## src/rtl/fetch_pc_ctrl_pkg.sv

```systemverilog
// Shared constants and types for the fetch-stage PC sequencer.
//   FetchWidthPc   default width of every PC/address signal
//   FetchPcStep    default sequential fetch increment in bytes
//   FetchAlignBits low PC bits forced to zero on every redirect target
//   fetch_state_e  sequencer state encoding
package fetch_pc_ctrl_pkg;

    localparam int unsigned FetchWidthPc   = 32;
    localparam int unsigned FetchPcStep    = 4;
    localparam int unsigned FetchAlignBits = 2;

    typedef enum logic [1:0] {
        StBoot  = 2'd0,
        StFetch = 2'd1,
        StHold  = 2'd2,
        StDrain = 2'd3
    } fetch_state_e;

endpackage

```

## src/rtl/fetch_pc_ctrl_if.sv

```systemverilog
// Instruction-memory request handshake between the fetch sequencer and imem.
//   req   request valid, held until ack
//   addr  fetch address, stable while req && !ack
//   ack   fetch complete (may arrive in the same cycle as req)
// Modports: master = fetch sequencer side, slave = memory side.
interface fetch_pc_ctrl_if
    import fetch_pc_ctrl_pkg::*;
#(
    parameter int unsigned WIDTH_PC = FetchWidthPc
) ();

    logic                req;
    logic [WIDTH_PC-1:0] addr;
    logic                ack;

    modport master (
        output req,
        output addr,
        input  ack
    );

    modport slave (
        input  req,
        input  addr,
        output ack
    );

endinterface

```

## src/rtl/fetch_pc_ctrl_pc_redirect_arb.sv

```systemverilog
// Redirect arbiter for the fetch sequencer.
//   clk, rst_n           clock, asynchronous active-low reset
//   ex_redirect_i/_pc_i  EX redirect request and target (higher priority)
//   id_redirect_i/_pc_i  ID branch request and target
//   pend_load_i          capture the selected target into the pending register
//   redirect_o           some redirect is requested this cycle
//   target_o             selected, aligned target (combinational)
//   pend_target_o        last captured target, consumed when a drain completes
module fetch_pc_ctrl_pc_redirect_arb
    import fetch_pc_ctrl_pkg::*;
#(
    parameter int unsigned WIDTH_PC = FetchWidthPc
) (
    input  logic                clk,
    input  logic                rst_n,
    input  logic                ex_redirect_i,
    input  logic [WIDTH_PC-1:0] ex_redirect_pc_i,
    input  logic                id_redirect_i,
    input  logic [WIDTH_PC-1:0] id_redirect_pc_i,
    input  logic                pend_load_i,
    output logic                redirect_o,
    output logic [WIDTH_PC-1:0] target_o,
    output logic [WIDTH_PC-1:0] pend_target_o
);

    localparam logic [WIDTH_PC-1:0] AlignMask =
        {{(WIDTH_PC - FetchAlignBits){1'b1}}, {FetchAlignBits{1'b0}}};

    logic [WIDTH_PC-1:0] pend_q, pend_d;

    // EX resolves older instructions than ID, so its redirect wins; the ID request is dropped.
    always_comb begin
        redirect_o = ex_redirect_i | id_redirect_i;
        target_o   = (ex_redirect_i ? ex_redirect_pc_i : id_redirect_pc_i) & AlignMask;
    end

    always_comb begin
        pend_d = pend_q;
        if (pend_load_i) begin
            pend_d = target_o;
        end
    end

    always_ff @(posedge clk or negedge rst_n) begin
        if (!rst_n) begin
            pend_q <= '0;
        end else begin
            pend_q <= pend_d;
        end
    end

    assign pend_target_o = pend_q;

endmodule

```

## src/rtl/fetch_pc_ctrl.sv

```systemverilog
// Fetch-stage PC sequencer: owns the fetch PC, drives the imem request handshake,
// applies EX/ID redirects and delivers (valid, pc) to the IF/ID boundary.
//   clk, rst_n           clock, asynchronous active-low reset
//   stall_i              decode hazard: hold delivered instr, no new request
//   id_redirect_i/_pc_i  ID branch taken and its target
//   ex_redirect_i/_pc_i  EX redirect and its target (wins over ID)
//   imem                 instruction-memory handshake (master side)
//   if_valid_o, if_pc_o  delivered instruction valid and its PC (registered)
//   flush_o              one-cycle IF/ID squash per accepted redirect (registered)
module fetch_pc_ctrl
    import fetch_pc_ctrl_pkg::*;
#(
    parameter int unsigned         WIDTH_PC = FetchWidthPc,
    parameter logic [WIDTH_PC-1:0] RESET_PC = '0,
    parameter int unsigned         PC_STEP  = FetchPcStep
) (
    input  logic                clk,
    input  logic                rst_n,
    input  logic                stall_i,
    input  logic                id_redirect_i,
    input  logic [WIDTH_PC-1:0] id_redirect_pc_i,
    input  logic                ex_redirect_i,
    input  logic [WIDTH_PC-1:0] ex_redirect_pc_i,
    fetch_pc_ctrl_if.master     imem,
    output logic                if_valid_o,
    output logic [WIDTH_PC-1:0] if_pc_o,
    output logic                flush_o
);

    fetch_state_e        state_q, state_d;
    logic [WIDTH_PC-1:0] pc_q, pc_d;
    logic                if_valid_q, if_valid_d;
    logic [WIDTH_PC-1:0] if_pc_q, if_pc_d;
    logic                flush_q, flush_d;

    logic                redirect;
    logic                redirect_ok;
    logic [WIDTH_PC-1:0] target;
    logic [WIDTH_PC-1:0] pend_target;
    logic                req;
    logic [WIDTH_PC-1:0] addr;

    fetch_pc_ctrl_pc_redirect_arb #(
        .WIDTH_PC (WIDTH_PC)
    ) u_arb (
        .clk              (clk),
        .rst_n            (rst_n),
        .ex_redirect_i    (ex_redirect_i),
        .ex_redirect_pc_i (ex_redirect_pc_i),
        .id_redirect_i    (id_redirect_i),
        .id_redirect_pc_i (id_redirect_pc_i),
        .pend_load_i      (redirect_ok),
        .redirect_o       (redirect),
        .target_o         (target),
        .pend_target_o    (pend_target)
    );

    // Redirects are meaningless before the first fetch has been issued.
    assign redirect_ok = redirect && (state_q != StBoot);

    always_comb begin
        state_d    = state_q;
        pc_d       = pc_q;
        if_valid_d = 1'b0;
        if_pc_d    = if_pc_q;
        flush_d    = redirect_ok;
        req        = 1'b0;
        addr       = '0;

        case (state_q)
            StBoot: begin
                state_d = StFetch;
            end

            StFetch: begin
                req  = 1'b1;
                addr = pc_q;
                if (redirect) begin
                    if (imem.ack) begin
                        // Returning instruction is wrong-path; drop it.
                        pc_d = target;
                    end else begin
                        // Request must not be withdrawn; finish it and discard.
                        state_d = StDrain;
                    end
                end else if (imem.ack) begin
                    if_valid_d = 1'b1;
                    if_pc_d    = pc_q;
                    pc_d       = pc_q + WIDTH_PC'(PC_STEP);
                    if (stall_i) begin
                        state_d = StHold;
                    end
                end
            end

            StHold: begin
                if (redirect) begin
                    pc_d    = target;
                    state_d = StFetch;
                end else if (stall_i) begin
                    if_valid_d = if_valid_q;
                end else begin
                    state_d = StFetch;
                end
            end

            StDrain: begin
                req  = 1'b1;
                addr = pc_q;
                if (imem.ack) begin
                    // A redirect in the ack cycle is newer than the latched one.
                    pc_d    = redirect ? target : pend_target;
                    state_d = StFetch;
                end
            end

            default: begin
                state_d = StBoot;
            end
        endcase
    end

    always_ff @(posedge clk or negedge rst_n) begin
        if (!rst_n) begin
            state_q    <= StBoot;
            pc_q       <= RESET_PC;
            if_valid_q <= 1'b0;
            if_pc_q    <= '0;
            flush_q    <= 1'b0;
        end else begin
            state_q    <= state_d;
            pc_q       <= pc_d;
            if_valid_q <= if_valid_d;
            if_pc_q    <= if_pc_d;
            flush_q    <= flush_d;
        end
    end

    assign imem.req   = req;
    assign imem.addr  = addr;
    assign if_valid_o = if_valid_q;
    assign if_pc_o    = if_pc_q;
    assign flush_o    = flush_q;

endmodule

```

## src/flat_wrapper.sv

```systemverilog
// flat-port wrapper written by rule: the top's interface ports become plain ports
module fetch_pc_ctrl_flat import fetch_pc_ctrl_pkg::*;
#(
    parameter int unsigned         WIDTH_PC = FetchWidthPc,
    parameter logic [WIDTH_PC-1:0] RESET_PC = '0,
    parameter int unsigned         PC_STEP  = FetchPcStep
)
  (clk, rst_n, stall_i, id_redirect_i, id_redirect_pc_i, ex_redirect_i, ex_redirect_pc_i, if_valid_o, if_pc_o, flush_o, imem_req, imem_addr, imem_ack);
  fetch_pc_ctrl_if #(.WIDTH_PC(WIDTH_PC)) imem_i ();
  input  logic clk;
  input  logic rst_n;
  input  logic stall_i;
  input  logic id_redirect_i;
  input  logic [WIDTH_PC-1:0] id_redirect_pc_i;
  input  logic ex_redirect_i;
  input  logic [WIDTH_PC-1:0] ex_redirect_pc_i;
  output logic if_valid_o;
  output logic [WIDTH_PC-1:0] if_pc_o;
  output logic flush_o;
  output wire logic [$bits(imem_i.req)-1:0] imem_req;
  output wire logic [$bits(imem_i.addr)-1:0] imem_addr;
  input wire logic [$bits(imem_i.ack)-1:0] imem_ack;
  assign imem_req = imem_i.req;
  assign imem_addr = imem_i.addr;
  assign imem_i.ack = imem_ack;
  fetch_pc_ctrl #(.WIDTH_PC(WIDTH_PC), .RESET_PC(RESET_PC), .PC_STEP(PC_STEP)) u_core (.clk(clk), .rst_n(rst_n), .stall_i(stall_i), .id_redirect_i(id_redirect_i), .id_redirect_pc_i(id_redirect_pc_i), .ex_redirect_i(ex_redirect_i), .ex_redirect_pc_i(ex_redirect_pc_i), .imem(imem_i), .if_valid_o(if_valid_o), .if_pc_o(if_pc_o), .flush_o(flush_o));
endmodule
```

## config.mk

```make
export PLATFORM = sky130hd
export DESIGN_NAME = fetch_pc_ctrl_flat
export DESIGN_NICKNAME = d
export VERILOG_FILES = /design/src/rtl/fetch_pc_ctrl_pkg.sv /design/src/rtl/fetch_pc_ctrl_if.sv /design/src/rtl/fetch_pc_ctrl_pc_redirect_arb.sv /design/src/rtl/fetch_pc_ctrl.sv /design/src/flat_wrapper.sv
export SDC_FILE = /design/constraint.sdc
export NUM_CORES = 1
export LEC_CHECK = 0
export BUFFER_PORTS_ARGS = -buffer_cell sky130_fd_sc_hd__buf_2
export CAP_MARGIN = 20
export CORE_ASPECT_RATIO = 0.7
export CORE_UTILIZATION = 58
export DETAILED_ROUTE_END_ITERATION = 16
export PLACE_DENSITY_LB_ADDON = 0.05
export SLEW_MARGIN = 40
export SYNTH_ARGS = -nofsm -noshare
export SYNTH_HDL_FRONTEND = slang
export SYNTH_SLANG_ARGS = --single-unit
```

## constraint.sdc

```tcl
create_clock -name clk -period 3.8 [get_ports clk]
set_input_delay 0.19 -clock clk [delete_from_list [all_inputs] [get_ports clk]]
set_output_delay 0.19 -clock clk [all_outputs]
set_load 0.1 [all_outputs]
```

# Word level (Yosys, flattened, before mapping)
# Index checks and enable logic that the tools add are counted.
dict set report word_totals {
  n_memories 0
  register_bits 98
  output_inout_bits 67
  ramBits 0
  rom_bits 0
  latch_bits 0
  in_bits 70
}
dict set report classes {
  reduce_logical 8
  order_cmp 0
  n_eq_ne 10
  shifts 0
  n_bitwise 2
  div_mod_pow 0
  mul 0
  muxes 23
  addsub 1
}
# operator n
set op_table {}
lappend op_table {{two-way mux 32 bit} 8}
lappend op_table {{one-hot mux 32 bit (3 select lines)} 1}
lappend op_table {{adder 32 x 3 -> 32 bit (second input constant)} 1}
lappend op_table {{two-way mux 2 bit} 7}
lappend op_table {{inequality test 3 x 2 -> 1 bit (second input constant)} 3}
lappend op_table {{one-hot mux 2 bit (4 select lines)} 1}
lappend op_table {{two-way mux 1 bit} 5}
lappend op_table {{AND reduction 5 bit} 1}
lappend op_table {{== test 2 bit (second input constant)} 2}
lappend op_table {{inequality test 2 bit (second input constant)} 2}
lappend op_table {{AND reduction 4 bit} 1}
lappend op_table {{inequality test 3 bit (second input constant)} 1}
lappend op_table {{AND reduction 3 bit} 1}
lappend op_table {{nonzero test 3 bit} 1}
lappend op_table {{== test 2 x 1 -> 1 bit (second input constant)} 1}
lappend op_table {{zero test 2 bit} 1}
lappend op_table {{inequality test 2 x 1 -> 1 bit (second input constant)} 1}
lappend op_table {{one-hot mux 1 bit (2 select lines)} 1}
lappend op_table {{nonzero test 2 bit} 1}
lappend op_table {{OR reduction 2 bit} 1}
lappend op_table {{logical AND 1 bit} 1}
lappend op_table {{NOT 1 bit} 1}
lappend op_table {{OR 1 bit} 1}

# Longest topological paths before layout
dict set report depth {
  ltp_word 4
  mapped_depth 8
  mapped_depth_nobuf 6
}

# By module
# From an unflattened synthesis, not the netlist that was laid out.
dict set report unflattened {
  hier_cells 594
  hier_area_um2 5868.1
}
# module area_each_um2 seq_area_each_um2 instances cells_each
set by_module_without_submodules {}
lappend by_module_without_submodules {fetch_pc_ctrl 4135.2 1701.6 1 492}
lappend by_module_without_submodules {fetch_pc_ctrl_pc_redirect_arb 1732.9 750.7 1 102}

# Least setup slack after synthesis
# OpenSTA, ideal clock, no wires.
dict set report synth_path {
  kind {reg2out}
  startpoint {reg u_core.state_q[0]}
  endpoint {out imem_addr[10]}
  path_buffers 3
  slack_ns 1.817
  t_required_ns 3.610
  arrival_time_ns 1.793
  stages_incl_launch_ff 5
  cell_sequence {dfrtp_1 buf_2 buf_1 clkbuf_1 and2_1}
}
dict set report synth_between {
  elab_chain_len 3
  elab_cells_between_ends 4
  classes_between {eq/ne (2); mux (1); reduce/logical (1)}
}
# item line
set synth_lines {}
lappend synth_lines {{start: declaration} fetch_pc_ctrl.sv:30} ;# fetch_state_e state_q, state_d;
lappend synth_lines {{start signal: assignment} fetch_pc_ctrl.sv:125} ;# state_q <= StBoot;
lappend synth_lines {{start signal: assignment} fetch_pc_ctrl.sv:131} ;# state_q <= state_d;
lappend synth_lines {{== test 2 x 1 -> 1 bit or == test 2 bit (tied branches)} fetch_pc_ctrl.sv:70} ;# case (state_q)
lappend synth_lines {{OR reduction 2 bit (no line) (*)} n/a}
lappend synth_lines {{two-way mux 32 bit (*)} fetch_pc_ctrl.sv:70}
lappend synth_lines {{end: declaration} flat_wrapper.sv:21} ;# output wire logic [$bits(imem_i.addr)-1:0] imem_addr;
# Every way passes the cells marked *; elsewhere a longest branch is shown, timed or not.

# Worst setup path after layout
dict set report layout_path {
  startpoint {reg u_core.state_q[0]}
  endpoint {reg u_core.pc_q[31]}
}
dict set report layout_between {
  elab_chain_len 3
  elab_cells_between_ends 9
  classes_between {eq/ne (6); mux (1); reduce/logical (2)}
}
# item line
set layout_lines {}
lappend layout_lines {{== test 2 bit or == test 2 x 1 -> 1 bit (tied branches)} fetch_pc_ctrl.sv:70}
lappend layout_lines {{inequality test 2 x 1 -> 1 bit (no line) (tied with other cells)} n/a}
lappend layout_lines {{AND reduction 4 bit (no line)} n/a}
lappend layout_lines {{end signal: assignment} fetch_pc_ctrl.sv:132} ;# pc_q <= pc_d;
lappend layout_lines {{end: declaration} fetch_pc_ctrl.sv:31} ;# logic [WIDTH_PC-1:0] pc_q, pc_d;
# Several ways; a longest one is shown, not always the timed one.
# A chain may end at the register's enable or synchronous reset.

==> flow_summary.yaml <==
outcome:
  status: "complete, no violations"
die:
  initial_utilization: 0.6096
  dieArea_um2: 10090
  fp.coreArea_um2: 9216
  core.rowCount: 29
  die_w_um: 119.6
  die_y_um: 84.34
  ios: 137
routing:
  drt-pass1-iter-count: 5
  post-route-drc-count: 0
  detail_route.wl_per_cell_um: 17.58
  totalWireLength_mm: 15.78
  vias: 5528
  vias_per_cell: 6.156
  ant_nets: 0
  drt_iter0_markers: 527
finish:
  fin_nets: 841
  antenna-diode-count: 0
  post_route_cells_drive_above_1_share: 0.2222
  syn_to_final_growth_pct: 16.88
power_and_ir_drop:
  p_per_area_nw_per_um2: 613.8
  ir_drop_mv: 0.5440
  p_leak_nw: 3.109
global_routing:
  grt_first_pass_wirelength_mm: 25.63
  grt_max_degree: 72
  antenna_found_initial: 0
  first_global_vias: 5002
  gr-total-overflow: 0
  grt_use_total: 0.3240
critical_path:
  arrival_ps: 2940
  path_buf_inv: 2
  cp_top_family: "simple AND/OR/NAND/NOR gates"
  crit_slowest_cell: "dfrtp_1"
  path_class: "flip-flop to flip-flop"
  cp_max_fo: 42
  critPathLaunchType: "flip-flop"
  r2r_end: "u_core.pc_q[31]$_DFFE_PN0P_"
  end_kind: "flip-flop"
  crit_path_max_incr_delay_ps: 640
  crit_top_cell: "buf_4"
  r2r_slack_ps: 1120
  required_ps: 4050
  cp_cell_sequence: "buf_4, nand2_1, o21ai_1, buf_4, nand3_1, or4b_1, o211ai_1"
  worst-r2r-cell-count: 7
  r2r-start: "u_core.state_q[0]$_DFFE_PN0P_"
synth:
  synth-seq-cells: 94
  synth_edf_count: 0
  yosysUniqueCellTypes: 70
  synth_commonest_cells: "nand2_1 (155), dfrtp_1 (94), o21ai_0 (75), a21oi_1 (44), clkbuf_1 (31)"
  syn_area_per_cell_um2: 8.323
  syn_inst: 675
  mappedNetlistArea_um2: 5618
  synth.area.top_cells: "dfrtp_1 (42%), nand2_1 (10%), o21ai_0 (6.7%)"
  synth_top_area_share: 0.4187
  yosysWarnings: 0
  synth_seq_area_share: 0.4187
  yosysMostFrequentCell: "nand2_1"
  ys.flop_type: "dfrtp_1"
  async_flop_share: 1.000
  synth_area_leader_cell: "dfrtp_1"
sta:
  hold_slack_ps: 152.7
  slew_violations: 0
  grt_setup_unrepaired: "no"
  finalSetupViolations: 0
  hold_viol: 0
  skew_ps: 11.26
  worst_slew_pin_slew_ps: 692.0
  max-slew-margin-rel: 0.5386
  finalCriticalPeriod_ps: 2685
  tns_ps: 0
  finalCritPeriodShare: 0.7065
  max_freq_ghz: 0.3725
place:
  hpwl_mm: 10.93
  place_congestion: 0.9213
  port_buffers: 128
clocking:
  path_clk_slew_ps: 70
  cts_tree: "done"
  post_cts_buffers: 0
  cts.sinks: 94
  clkLatencyLatePin_ps: 340
  clockBufferDepth: 2
  cts_buffers: 9
  cts_resized: 0
  ctsHtreeMaxLevel: 3
  cts_root_buf: "clkbuf_16"
worst_hold_path:
  min_path_cells: 3
  whs_endpoint: "u_core.u_arb.pend_target_o[11]$_DFFE_PN0P_"
  hp-start: "id_redirect_pc_i[11]"
  worst_hold_path_type: "input port to flip-flop"
run:
  cap_violations: 0
per-stage QoR:
| stage | cell area (µm²) | setup WS, ps | cells | total power, mW | utilization |
|---|---|---|---|---|---|
| finish | 6566 | 1115 | 898 | 4.031 | 0.7125 |
| global route | 6566 | 926.5 | 898 | 4.177 | 0.7125 |
| CTS | 6565 | 1132 | 898 | 4.038 | 0.7123 |
| detailed placement | 6251 | 1158 | 882 | 3.092 | 0.6783 |
| global placement | 6247 | 1269 | 882 | 3.058 | 0.6778 |
| floorplan | 5629 | 1817 | 678 | 2.766 | - |
metal layers:
layer / track usage / vias up / routed length [µm]
li1: - / 2561 / -
met1: 0.4481 / 2642 / 6652
met2: 0.5208 / 296 / 7460
met3: 0.05707 / 29 / 1328
met4: 0.1034 / 0 / 341
met5: 0 / - / 0
report_power, final:
part           leakage, nW  switching, mW  internal, mW
combinational         1.80           1.41         0.313
clock                0.152          0.375         0.570
sequential            1.16          0.188          1.17
total                 3.11           1.97          2.06
worst max path at each step:
stage	start	to	slack, ps	depth (start not counted)
2_1_floorplan	u_core.state_q[0]$_DFFE_PN0P_	imem_addr[10]	1820	4
3_3_place_gp	u_core.state_q[1]$_DFFE_PN0P_	u_core.pc_q[14]$_DFFE_PN0P_	1270	6
3_5_place_dp	u_core.state_q[0]$_DFFE_PN0P_	u_core.pc_q[31]$_DFFE_PN0P_	1160	7
4_1_cts	u_core.state_q[0]$_DFFE_PN0P_	u_core.pc_q[31]$_DFFE_PN0P_	1130	7
5_1_grt	u_core.state_q[0]$_DFFE_PN0P_	u_core.pc_q[31]$_DFFE_PN0P_	930	7
6_report	u_core.state_q[0]$_DFFE_PN0P_	u_core.pc_q[31]$_DFFE_PN0P_	1120	7
layout by cell type, fill, tap and decap left out, types with 4 or more instances in the layout:
cell	netlist	routed
nor2b_1	6	6
mux2i_1	28	28
nand4_1	12	12
nand3_1	18	18
a31oi_1	7	7
o211ai_1	5	5
nor2_1	24	24
nand2_1	155	155
nor4_1	4	4
clkbuf_16	0	9
o21ai_1	6	5
buf_4	5	11
dfrtp_1	94	93
nor3_1	10	10
xor2_1	4	4
o21ai_0	75	75
conb_1	1	4
o31a_1	7	7
and2_1	28	28
a221o_1	4	4
or4_1	4	4
nand3b_1	8	8
buf_2	21	127
a21oi_1	44	44
and3b_1	6	6
and3_1	4	4
inv_1	4	4
state kept, by name (all words and copies together), names as in the netlist:
register / cells
u_core.if_pc_o: 30
u_core.pc_q: 30
u_core.u_arb.pend_target_o: 30
u_core.state_q: 2
u_core.flush_o: 1
u_core.if_valid_o: 1
area by class of cell:
cell class,count,area [µm²]
Clock inverter,5,75.07
Tap cell,124,155.1
Clock buffer,10,229.0
Sequential cell,94,2354
Timing Repair Buffer,140,739.5
Inverter,4,15.01
Fill cell,795,2650
Multi-Input combinational cell,521,2999
worst min-delay path, cell delays in order:
cell     delay, ps
buf_2           70
mux2i_1         60
o21ai_0        130
cells by family after synthesis:
logic type,after synthesis,synth area share
fa+ha+maj,1,0.002227
xor+xnor,6,0.009354
flops,94,0.4187
simple gates,302,0.2724
compound gates,179,0.1933
mux,29,0.05189
buf+inv,63,0.05145
other cells,1,0.0006675
what timing repair did:
item,in CTS,in global routing
endpoints found under the hold margin,70,0
hold buffers,1,0
endpoints found under the setup margin,0,0
(Power assumes the default switching activity.)
